## config.mk

```make
export PLATFORM = sky130hd
export DESIGN_NAME = dmem_arbiter_flat
export DESIGN_NICKNAME = d
export VERILOG_FILES = /design/src/rtl/dmem_arbiter_if.sv /design/src/rtl/dmem_arbiter.sv /design/src/flat_wrapper.sv
export SDC_FILE = /design/constraint.sdc
export NUM_CORES = 1
export LEC_CHECK = 0
export ABC_AREA = 1
export ABC_CLOCK_PERIOD_IN_PS = 1250
export BUFFER_PORTS_ARGS = -buffer_cell sky130_fd_sc_hd__buf_4
export CAP_MARGIN = 15
export CORE_ASPECT_RATIO = 1.2
export CORE_MARGIN = 3
export CORE_UTILIZATION = 40
export CTS_CLUSTER_DIAMETER = 200
export DETAILED_ROUTE_END_ITERATION = 10
export GPL_TIMING_DRIVEN = 0
export MAX_ROUTING_LAYER = met4
export PLACE_DENSITY = 0.85
export SYNTH_ARGS = -nofsm -noshare
export SYNTH_HDL_FRONTEND = slang
export SYNTH_SLANG_ARGS = --single-unit
```

## constraint.sdc

```tcl
create_clock -name clk -period 1.25 [get_ports clk]
set_input_delay 0.125 -clock clk [delete_from_list [all_inputs] [get_ports clk]]
set_output_delay 0.125 -clock clk [all_outputs]
set_load 0.005 [all_outputs]
```

## src/rtl/dmem_arbiter_if.sv

```systemverilog
// Bus bundle between the data-SRAM arbiter, its two requesters and the SRAM.
// The slave modport is the arbiter's view; master is the environment side
// (CPU, DMA and SRAM together).
interface dmem_arbiter_if #(
    parameter int N = 4,
    parameter int A = 4
);
    logic         cpu_req;
    logic         cpu_we;
    logic [A-1:0] cpu_addr;
    logic [N-1:0] cpu_wdata;
    logic         cpu_gnt;
    logic         cpu_rvalid;

    logic         dma_req;
    logic         dma_we;
    logic [A-1:0] dma_addr;
    logic [N-1:0] dma_wdata;
    logic         dma_gnt;
    logic         dma_rvalid;

    logic [N-1:0] rdata;
    logic         busy;

    logic         sram_ren;
    logic         sram_wen;
    logic [A-1:0] sram_addr;
    logic [N-1:0] sram_wdata;
    logic [N-1:0] sram_rdata;

    modport slave (
        input  cpu_req, cpu_we, cpu_addr, cpu_wdata,
        input  dma_req, dma_we, dma_addr, dma_wdata,
        input  sram_rdata,
        output cpu_gnt, cpu_rvalid, dma_gnt, dma_rvalid,
        output rdata, busy,
        output sram_ren, sram_wen, sram_addr, sram_wdata
    );

    modport master (
        output cpu_req, cpu_we, cpu_addr, cpu_wdata,
        output dma_req, dma_we, dma_addr, dma_wdata,
        output sram_rdata,
        input  cpu_gnt, cpu_rvalid, dma_gnt, dma_rvalid,
        input  rdata, busy,
        input  sram_ren, sram_wen, sram_addr, sram_wdata
    );
endinterface

```

## src/rtl/dmem_arbiter.sv

```systemverilog
// Single-port data SRAM arbiter shared by the CPU and a DMA/loader.
// CPU has priority; the DMA may keep the SRAM for at most MAX_BURST grants
// while the CPU is waiting. Read data returns one cycle after the grant,
// tagged to the requester that issued the read.
//
//   owner     | meaning
//   ----------+-----------------------------------------------------------
//   OWN_IDLE  | no grant last cycle
//   OWN_CPU   | CPU won last cycle; a contending DMA loses next cycle
//   OWN_DMA   | DMA burst in progress; keeps winning until burst_cnt hits max
module dmem_arbiter #(
    parameter int N         = 4,
    parameter int A         = 4,
    parameter int MAX_BURST = 4
) (
    input  logic         clk,
    input  logic         rst,
    dmem_arbiter_if.slave bus
);
    localparam int CW = $clog2(MAX_BURST + 1);
    localparam logic [CW-1:0] CNT_MAX = CW'(MAX_BURST);

    typedef enum logic [1:0] {OWN_IDLE, OWN_CPU, OWN_DMA} owner_t;

    owner_t        owner_q, owner_d;
    logic [CW-1:0] cnt_q, cnt_d;
    logic          pend_vld_q, pend_vld_d;
    logic          pend_dma_q, pend_dma_d;
    logic [N-1:0]  rdata_q, rdata_d;
    logic          gnt_cpu, gnt_dma;

    // State register: owner, burst counter, pending read tag, held read data.
    always_ff @(posedge clk or posedge rst) begin
        if (rst) begin
            owner_q    <= OWN_IDLE;
            cnt_q      <= '0;
            pend_vld_q <= 1'b0;
            pend_dma_q <= 1'b0;
            rdata_q    <= '0;
        end else begin
            owner_q    <= owner_d;
            cnt_q      <= cnt_d;
            pend_vld_q <= pend_vld_d;
            pend_dma_q <= pend_dma_d;
            rdata_q    <= rdata_d;
        end
    end

    // Arbitration and next state; grants are suppressed while rst is high
    // so every output reads 0 during reset.
    always_comb begin
        gnt_cpu    = 1'b0;
        gnt_dma    = 1'b0;
        owner_d    = OWN_IDLE;
        cnt_d      = '0;
        pend_vld_d = 1'b0;
        pend_dma_d = pend_dma_q;
        rdata_d    = pend_vld_q ? bus.sram_rdata : rdata_q;

        if (!rst) begin
            if (bus.cpu_req && bus.dma_req) begin
                if (owner_q == OWN_DMA && cnt_q < CNT_MAX) gnt_dma = 1'b1;
                else                                       gnt_cpu = 1'b1;
            end else if (bus.cpu_req) begin
                gnt_cpu = 1'b1;
            end else if (bus.dma_req) begin
                gnt_dma = 1'b1;
            end
        end

        if (gnt_cpu) begin
            owner_d    = OWN_CPU;
            pend_vld_d = !bus.cpu_we;
            pend_dma_d = 1'b0;
        end else if (gnt_dma) begin
            owner_d    = OWN_DMA;
            pend_vld_d = !bus.dma_we;
            pend_dma_d = 1'b1;
            // Only DMA grants that keep a CPU waiting count toward the bound.
            if (bus.cpu_req)
                cnt_d = (cnt_q == CNT_MAX) ? cnt_q : cnt_q + CW'(1);
        end
    end

    // Output drive: SRAM command from the winner, tagged read return.
    always_comb begin
        bus.cpu_gnt    = gnt_cpu;
        bus.dma_gnt    = gnt_dma;
        bus.sram_ren   = 1'b0;
        bus.sram_wen   = 1'b0;
        bus.sram_addr  = '0;
        bus.sram_wdata = '0;
        if (gnt_cpu) begin
            bus.sram_ren   = !bus.cpu_we;
            bus.sram_wen   = bus.cpu_we;
            bus.sram_addr  = bus.cpu_addr;
            bus.sram_wdata = bus.cpu_wdata;
        end else if (gnt_dma) begin
            bus.sram_ren   = !bus.dma_we;
            bus.sram_wen   = bus.dma_we;
            bus.sram_addr  = bus.dma_addr;
            bus.sram_wdata = bus.dma_wdata;
        end
        bus.cpu_rvalid = pend_vld_q && !pend_dma_q;
        bus.dma_rvalid = pend_vld_q && pend_dma_q;
        bus.rdata      = pend_vld_q ? bus.sram_rdata : rdata_q;
        bus.busy       = (owner_q == OWN_DMA);
    end
endmodule

```

## src/flat_wrapper.sv

```systemverilog
// flat-port wrapper written by rule: the top's interface ports become plain ports
module dmem_arbiter_flat 
#(
    parameter int N         = 4,
    parameter int A         = 4,
    parameter int MAX_BURST = 4
)
  (clk, rst, bus_cpu_req, bus_cpu_we, bus_cpu_addr, bus_cpu_wdata, bus_dma_req, bus_dma_we, bus_dma_addr, bus_dma_wdata, bus_sram_rdata, bus_cpu_gnt, bus_cpu_rvalid, bus_dma_gnt, bus_dma_rvalid, bus_rdata, bus_busy, bus_sram_ren, bus_sram_wen, bus_sram_addr, bus_sram_wdata);
  dmem_arbiter_if #(.N(N), .A(A)) bus_i ();
  input  logic clk;
  input  logic rst;
  input wire logic [$bits(bus_i.cpu_req)-1:0] bus_cpu_req;
  input wire logic [$bits(bus_i.cpu_we)-1:0] bus_cpu_we;
  input wire logic [$bits(bus_i.cpu_addr)-1:0] bus_cpu_addr;
  input wire logic [$bits(bus_i.cpu_wdata)-1:0] bus_cpu_wdata;
  input wire logic [$bits(bus_i.dma_req)-1:0] bus_dma_req;
  input wire logic [$bits(bus_i.dma_we)-1:0] bus_dma_we;
  input wire logic [$bits(bus_i.dma_addr)-1:0] bus_dma_addr;
  input wire logic [$bits(bus_i.dma_wdata)-1:0] bus_dma_wdata;
  input wire logic [$bits(bus_i.sram_rdata)-1:0] bus_sram_rdata;
  output wire logic [$bits(bus_i.cpu_gnt)-1:0] bus_cpu_gnt;
  output wire logic [$bits(bus_i.cpu_rvalid)-1:0] bus_cpu_rvalid;
  output wire logic [$bits(bus_i.dma_gnt)-1:0] bus_dma_gnt;
  output wire logic [$bits(bus_i.dma_rvalid)-1:0] bus_dma_rvalid;
  output wire logic [$bits(bus_i.rdata)-1:0] bus_rdata;
  output wire logic [$bits(bus_i.busy)-1:0] bus_busy;
  output wire logic [$bits(bus_i.sram_ren)-1:0] bus_sram_ren;
  output wire logic [$bits(bus_i.sram_wen)-1:0] bus_sram_wen;
  output wire logic [$bits(bus_i.sram_addr)-1:0] bus_sram_addr;
  output wire logic [$bits(bus_i.sram_wdata)-1:0] bus_sram_wdata;
  assign bus_i.cpu_req = bus_cpu_req;
  assign bus_i.cpu_we = bus_cpu_we;
  assign bus_i.cpu_addr = bus_cpu_addr;
  assign bus_i.cpu_wdata = bus_cpu_wdata;
  assign bus_i.dma_req = bus_dma_req;
  assign bus_i.dma_we = bus_dma_we;
  assign bus_i.dma_addr = bus_dma_addr;
  assign bus_i.dma_wdata = bus_dma_wdata;
  assign bus_i.sram_rdata = bus_sram_rdata;
  assign bus_cpu_gnt = bus_i.cpu_gnt;
  assign bus_cpu_rvalid = bus_i.cpu_rvalid;
  assign bus_dma_gnt = bus_i.dma_gnt;
  assign bus_dma_rvalid = bus_i.dma_rvalid;
  assign bus_rdata = bus_i.rdata;
  assign bus_busy = bus_i.busy;
  assign bus_sram_ren = bus_i.sram_ren;
  assign bus_sram_wen = bus_i.sram_wen;
  assign bus_sram_addr = bus_i.sram_addr;
  assign bus_sram_wdata = bus_i.sram_wdata;
  dmem_arbiter #(.N(N), .A(A), .MAX_BURST(MAX_BURST)) u_core (.clk(clk), .rst(rst), .bus(bus_i));
endmodule
```

# After elaboration in Yosys (flattened, before gate mapping)
# Cells that the tools add are included.
[word_totals]
register_bits = 11
in_bits = 26
output_inout_bits = 19
word_cells = 44
[classes]
n_addsub = 1
magnitude_cmp = 1
eq_ne = 3
n_mux = 26
reduce_logical = 8
[op_table]
columns = ["cell", "n"]
rows = [
  ["4-bit two-way mux", 5],
  ["1-bit two-way mux", 15],
  ["3-bit two-way mux", 4],
  ["1-bit logical AND", 4],
  ["2-bit two-way mux", 2],
  ["4-bit != test, second input constant", 1],
  ["3-bit by 1-bit adder with 3-bit output, second input constant", 1],
  ["3-bit equality test, second input constant", 1],
  ["1-bit zero test", 3],
  ["3-bit < comparator, second input constant", 1],
  ["2-bit equality test, second input constant", 1],
  ["2-bit nonzero test", 1],
]

# Logic depth before layout (Yosys ltp)
# Gate-level depths: netlist (run 1).
[logic_depth]
word_depth = 7
depth_mapped = 6
depth_no_buf = 5

# Worst setup path after synthesis (run 1)
# No wires, ideal clock.
[synth_timing]
kind = "register -> output"
start = "register u_core.cnt_q[2]"
end = "output port bus_sram_ren"
arrival_ns = 0.834
t_required_ns = 1.125
setup_slack_ns = 0.291
stages_incl_launch_ff = 7
n_path_buf = 1
path_cell_list = "dfrtp_1 -> inv_2 -> nand3_1 -> nand2_1 -> buf_4 -> nand3_1 -> nand2_1"
[synth_between]
elab_chain_cells = 7
word_cells_on_any_way = 10
classes_between = "1 x order compare; 8 x mux; 1 x reduce/logical"
[synth_lines]
columns = ["element", "line", "text"]
rows = [
  ["start, declared", "dmem_arbiter.sv:26", "logic [CW-1:0] cnt_q, cnt_d;"],
  ["start signal, assigned", "dmem_arbiter.sv:42", "cnt_q <= cnt_d;"],
  ["3-bit < comparator (*)", "dmem_arbiter.sv:62", "if (owner_q == OWN_DMA && cnt_q < CNT_MAX) gnt_dma = 1'b1;"],
  ["1-bit logical AND (*)", "dmem_arbiter.sv:62", ""],
  ["1-bit two-way mux", "dmem_arbiter.sv:62", ""],
  ["1-bit two-way mux", "dmem_arbiter.sv:61", "if (bus.cpu_req && bus.dma_req) begin"],
  ["1-bit two-way mux", "dmem_arbiter.sv:60", "if (!rst) begin"],
  ["1-bit two-way mux", "dmem_arbiter.sv:98", "end else if (gnt_dma) begin"],
  ["1-bit two-way mux (*)", "dmem_arbiter.sv:93", "if (gnt_cpu) begin"],
  ["end, declared", "flat_wrapper.sv:27", "output wire logic [$bits(bus_i.sram_ren)-1:0] bus_sram_ren;"],
]
# Every way passes the cells marked *; elsewhere a longest branch is shown, timed or not.

# Final worst setup path (run 1)
[layout_timing]
start = "register u_core.owner_q[0]"
end = "output port bus_sram_addr[0]"
[layout_between]
elab_chain_cells = 7
word_cells_on_any_way = 10
classes_between = "1 x eq/ne; 8 x mux; 1 x reduce/logical"
[layout_lines]
columns = ["element", "line", "text"]
rows = [
  ["start, declared", "dmem_arbiter.sv:25", "owner_t owner_q, owner_d;"],
  ["start signal, assigned", "dmem_arbiter.sv:41", "owner_q <= owner_d;"],
  ["2-bit equality test (*)", "dmem_arbiter.sv:62", ""],
  ["1-bit logical AND (*)", "dmem_arbiter.sv:62", ""],
  ["1-bit two-way mux", "dmem_arbiter.sv:62", ""],
  ["1-bit two-way mux", "dmem_arbiter.sv:61", ""],
  ["1-bit two-way mux", "dmem_arbiter.sv:60", ""],
  ["4-bit two-way mux", "dmem_arbiter.sv:98", ""],
  ["4-bit two-way mux (*)", "dmem_arbiter.sv:93", ""],
  ["end, declared", "flat_wrapper.sv:29", "output wire logic [$bits(bus_i.sram_addr)-1:0] bus_sram_addr;"],
]
# Marks and branches as above.

==> impl_metrics.csv, run 1 <==
group,metric,value,unit
logic_synthesis,synth_top_area_frac,0.404,
floorplan,rows,15,
placed_design,pre_cts_ws,0.0938,ns
drt,wire_per_inst,12.9,um
setup_path,cpPeakStageDelay,0.40,ns
global_routing,antenna_found_initial,0,
sta,rsz0062_at_grt,"yes",
setup_path,cp-start-kind,"flop",
global_routing,grt_pass1_vias,883,
floorplan,coreArea,1520,um2
sta,fin_skew,0.0145,ns
floorplan,dieArea,2230,um2
final_layout,fillers,96,
final_layout,layout-drive-gt1-share,0.520,
setup_path,critPathLaunch,"u_core.owner_q[0]",
cts,clock_sinks,11,
cts,cts_max_level,1,
sta,tns,-2.29,ns
sta,finalHoldViolations,0,
sta,slew_violations,0,
placed_design,placed_cells_incl_taps,156,
cts,cts_buffer_depth,2,
setup_path,rrSetupSlack,0.11,ns
power,peakVddDrop,0.495,mV
drt,drc,0,
setup_path,rr_startpoint,"u_core.cnt_q[2]",
global_routing,track_usage,0.221,
setup_path,critPathMostFrequentCell,"buf_4",
drt,drt-initial-drc-count,14,
setup_path,crit_required,1.12,ns
run_status,status,"finished with violations",
min_path,hold_start,"bus_sram_rdata[3]",
power,p_per_area,812,nW/um2
setup_path,worstPathMaxFanout,5,
run,maxCapViolCount,0,
logic_synthesis,yosys-top-cells-area,"dfrtp_1 40%, nand2_1 17%, nand3_1 15%",
logic_synthesis,ys_seq_elements,11,
logic_synthesis,syn_avg_cell_area,7.16,um2
logic_synthesis,yosys_warnings,0,
drt,routed_wirelength,2130,um
floorplan,start_util,0.448,
final_layout,diodes,0,
cts,worst_skew_pair.late_latency,0.27,ns
drt,first_pass_iters,4,
cts,tritoncts,"done",
floorplan,io_pins,45,
logic_synthesis,yosysSeqAreaShare,0.404,
logic_synthesis,ys_types,15,
global_routing,grt_overflow,0,
cts,cts_buffers,3,
placed_design,port_buffers,44,
final_layout,area_growth,75.2,%
setup_path,path_class,"flop to output port",
sta,period_share,1.18,
drt,drtAntennaViolNets,0,
cts,cts_root_buf,"clkbuf_4",
final_layout,stdcell_count,165,
sta,max_freq,0.680,GHz
run_status,violations,"negative setup slack",
sta,timing.final.crit_period,1.47,ns
final_layout,nNetsFinal,177,
logic_synthesis,synth_area_leader_cell,"dfrtp_1",
drt,vias_per_cell,5.03,
cts,clk_pin_slew,0.08,ns
setup_path,cp_cell_sequence,"inv_2 -> nand4_1 -> buf_4 -> nand3_1 -> nand2_1 -> buf_4",
floorplan,die_y,51.2,um
global_routing,grt_max_degree,12,
logic_synthesis,synth_fp_nets,123,
logic_synthesis,synth_cells,95,
sta,setup_violations,12,
power,p_leak,0.670,nW
setup_path,arrival,1.35,ns
min_path,min_path_type,"input pin to flop",
setup_path,crit_slowest_cell,"dfrtp_1",
floorplan,die_w,43.7,um
logic_synthesis,syn_area,681,um2
placed_design,gp_congestion,0.759,
drt,num_vias,830,
global_routing,grt_first_pass_wirelength,3640,um
setup_path,crit_path_end_kind,"output port",
sta,tightest_slew,0.478,ns
placed_design,hpwl,1530,um
final_layout,final_core_util,0.784,
sta,worst_slack,-0.220,ns
sta,max_slew_margin,0.680,
==> path summary, 6_finish.rpt <==
kind	to	cells after the start
min	u_core.rdata_q[3]	3
min in group asynchronous	u_core.cnt_q[1]	3
max reg2reg	u_core.owner_q[1]	7
max in group asynchronous	u_core.pend_vld_q	3
max	bus_sram_addr[0]	6
min reg2reg	u_core.rdata_q[3]	2
==> layout by cell type (no fill, tap or decap), drive strengths merged <==
master	netlist	routed
ha	2	2
buf	3	51
inv	14	14
dfrtp	11	11
and2	1	1
clkbuf	1	5
nand2	30	30
nand4	1	1
dlygate4sd3	0	1
o21ai	2	2
nor2	9	9
nand3	21	21
==> report_power, final <==
part / leakage [nW] / total [mW] / internal [mW] / switching [mW]
sequential: 0.142 / 0.408 / 0.391 / 0.0165
combinational: 0.513 / 0.318 / 0.178 / 0.141
clock: 0.0150 / 0.242 / 0.123 / 0.119
total: 0.670 / 0.968 / 0.693 / 0.276
==> synth_stat cells <==
cell type	n
inv_2	2
clkbuf_8	1
nand2_1	30
dfrtp_1	11
buf_6	1
buf_4	2
nor2_1	8
nand3_1	20
nand3_2	1
nand4_1	1
and2_2	1
inv_1	12
nor2_4	1
o21ai_0	2
ha_1	2
==> worst max-delay path, delay by kind of cell, from the launching register on <==
family                 cells  cell delay [ns]
buffers and inverters      3             0.39
DFF                        1             0.40
and+or+nand+nor            3             0.28
==> state kept, by name (all words and copies together) (netlist names) <==
signal and cells:
u_core.owner_q 2, u_core.pend_dma_q 1, u_core.rdata_q 4, u_core.pend_vld_q 1, u_core.cnt_q 3
==> area by class of cell <==
| type | instances | area [um2] | area share |
|---|---|---|---|
| Tap cell | 17 | 21.3 | 0.0178 |
| Buffer | 4 | 43.8 | 0.0367 |
| Inverter | 14 | 55.1 | 0.0462 |
| Clock buffer | 4 | 26.3 | 0.0220 |
| Sequential cell | 11 | 277 | 0.232 |
| Timing Repair Buffer | 49 | 389 | 0.326 |
| Multi-Input combinational cell | 66 | 380 | 0.319 |
==> per-layer routing <==
| layer | routed length, um | global-route usage |
|---|---|---|
| met5 | 0 | - |
| met1 | 795 | 0.240 |
| met3 | 142 | 0.0352 |
| met4 | 45 | 0.106 |
| met2 | 1150 | 0.386 |
==> timing repair <==
action / 4_1_cts / 5_1_grt
hold endpoints to repair: 11 / 0
gates cloned: 1 / 0
setup buffers: 3 / 0
hold buffers: 1 / 0
pin swaps: 4 / 3
resized for setup: 13 / 14
setup endpoints to repair: 14 / 16
==> cell families after synthesis <==
group                      share of synthesized area
DFF                                            0.404
adders and majority gates                     0.0368
AOI/OAI and AO/OA                             0.0147
and+or+nand+nor                                0.408
buffers and inverters                          0.136
==> through the flow <==
step / power, mW / hold slack, ns / area [um2]
floorplan: 0.520 / -0.0168 / 681
global placement: 0.680 / 0.169 / 1030
detailed placement: 0.692 / 0.177 / 1030
CTS: 0.956 / 0.0921 / 1140
global route: 1.02 / 0.125 / 1190
finish: 0.968 / 0.0930 / 1190
Note: power is estimated with default switching activity, not from simulation.
==> run 2: changes to the inputs <==
--- a/constraint.sdc
+++ b/constraint.sdc
@@ -3,2 +3,2 @@
 set_output_delay 0.125 -clock clk [all_outputs]
-set_load 0.005 [all_outputs]
+set_load 0.02 [all_outputs]
==> run 2 against run 1 <==
Net effect: the flow still finishes with violations (negative setup slack); setup slack got worse by 0.094 ns; via count increased by 2.9%; sequential cell count unchanged; clock-buffer cell count unchanged; largest power group is now combinational logic; highest routed layer unchanged.
==> impl_metrics.csv, run 2 (synthesis results as in run 1) <==
group,metric,value,unit
run_status,status,"finished with violations",
run_status,violations,"negative setup slack",
drt,first_pass_iters,4,
power,p_leak,0.679,nW
floorplan,die_w,43.7,um
sta,worst_slack,-0.314,ns
cts,cts_root_buf,"clkbuf_4",
cts,cts_buffers,3,
floorplan,start_util,0.448,
global_routing,antenna_found_initial,0,
final_layout,layout-drive-gt1-share,0.550,
final_layout,stdcell_count,166,
global_routing,grt_pass1_vias,931,
sta,rsz0062_at_grt,"yes",
final_layout,largest_reg_flops,4,
sta,setup_violations,12,
drt,wire_per_inst,13.9,um
sta,fin_skew,0.0162,ns
final_layout,nNetsFinal,178,
global_routing,grt_first_pass_wirelength,3770,um
cts,worst_skew_pair.late_latency,0.28,ns
sta,tns,-2.90,ns
floorplan,io_pins,45,
power,p_total,1.09,mW
placed_design,placed_cells_incl_taps,156,
power,peakVddDrop,0.524,mV
sta,tightest_slew,0.486,ns
placed_design,hpwl,1530,um
min_path,min_path_type,"input pin to flop",
floorplan,die_y,51.2,um
cts,clk_pin_slew,0.08,ns
drt,routed_wirelength,2320,um
floorplan,dieArea,2230,um2
placed_design,port_buffers,44,
final_layout,layout_commonest_cell,"buf_4",
setup_path,worstPathMaxFanout,5,
final_layout,final_core_util,0.811,
power,p_per_area,881,nW/um2
drt,drc,0,
global_routing,grt_overflow,0,
setup_path,cp-start-kind,"flop",
drt,drt-initial-drc-count,11,
cts,cts_max_level,1,
final_layout,reg.largest.list,"u_core.rdata_q x4, u_core.cnt_q x3, u_core.owner_q x2",
sta,timing.final.crit_period,1.56,ns
drt,num_vias,854,
setup_path,arrival,1.44,ns
cts,cts_buffer_depth,2,
sta,max_freq,0.639,GHz
final_layout,area_growth,81.1,%
placed_design,gp_congestion,0.759,
cts,clock_sinks,11,
floorplan,rows,15,
sta,hold_slack,0.102,ns
run,maxCapViolCount,0,
final_layout,top_register,"u_core.rdata_q",
setup_path,rrSetupSlack,0.08,ns
setup_path,crit_required,1.12,ns
final_layout,layout_common_cells,"35 x buf_4, 18 x nand2_1, 17 x buf_6, 15 x nand3_1, 12 x nand2_2",
sta,period_share,1.25,
drt,drtAntennaViolNets,0,
final_layout,diodes,0,
cts,tritoncts,"done",
sta,finalHoldViolations,0,
floorplan,coreArea,1520,um2
global_routing,grt_max_degree,12,
setup_path,crit_path_end_kind,"output port",
sta,max_slew_margin,0.675,
sta,slew_violations,0,
global_routing,track_usage,0.231,
drt,vias_per_cell,5.14,
setup_path,path_class,"flop to output port",
==> run 2: through the flow <==
step           setup WS [ns]  instance area (um2)
2_1_floorplan          0.199                  681
3_3_place_gp          0.0829                 1030
3_5_place_dp          0.0626                 1030
4_1_cts               -0.224                 1180
5_1_grt               -0.352                 1230
6_report              -0.314                 1230
==> run 2: cell type report <==
class                      count  area [um2]
buffer                         4        43.8
clock buffer                   4        26.3
fill                          94         288
inverter                      14        55.1
multi-input combinational     66         375
sequential                    11         277
tap                           17        21.3
timing repair buffer          50         434
==> run 2: worst paths after layout <==
kind	from	endpoint	cells after the start
max in group asynchronous	rst	u_core.pend_vld_q	3
hold / removal	bus_sram_rdata[3]	u_core.rdata_q[3]	3
hold reg to reg	u_core.rdata_q[3]	u_core.rdata_q[3]	2
setup reg to reg	u_core.cnt_q[2]	u_core.cnt_q[1]	7
min in group asynchronous	rst	u_core.cnt_q[1]	3
setup / recovery	u_core.cnt_q[2]	bus_sram_addr[0]	7
==> run 2: power breakdown <==
group | internal, mW | leakage [nW] | switching (mW)
clock network | 0.124 | 0.0150 | 0.126
registers | 0.391 | 0.142 | 0.0167
logic | 0.210 | 0.522 | 0.218
==> run 2: critical path, stage by stage (launching register included) <==
cell and delay, ns:
dfrtp_1 0.40, inv_2 0.06, nand3_1 0.09, nand2_2 0.12, buf_4 0.15, nand3_1 0.08
nand2_1 0.11, buf_6 0.13
==> run 2: what timing repair did <==
action | CTS | global route
endpoints found under the setup margin | 16 | 17
hold buffers | 1 | 0
cloned | 1 | 1
pin swaps | 9 | 3
buffers inserted | 3 | 0
resized for setup | 23 | 18
endpoints found under the hold margin | 11 | 0
==> run 2: layer usage <==
| metal | GRT usage | vias to the layer above | part of all wire |
|---|---|---|---|
| met2 | 0.398 | 41 | 0.56 |
| met1 | 0.244 | 402 | 0.36 |
| met4 | 0.126 | 0 | 0.024 |
| li1 | - | 404 | - |
| met3 | 0.0423 | 7 | 0.061 |
| met5 | - | - | 0 |
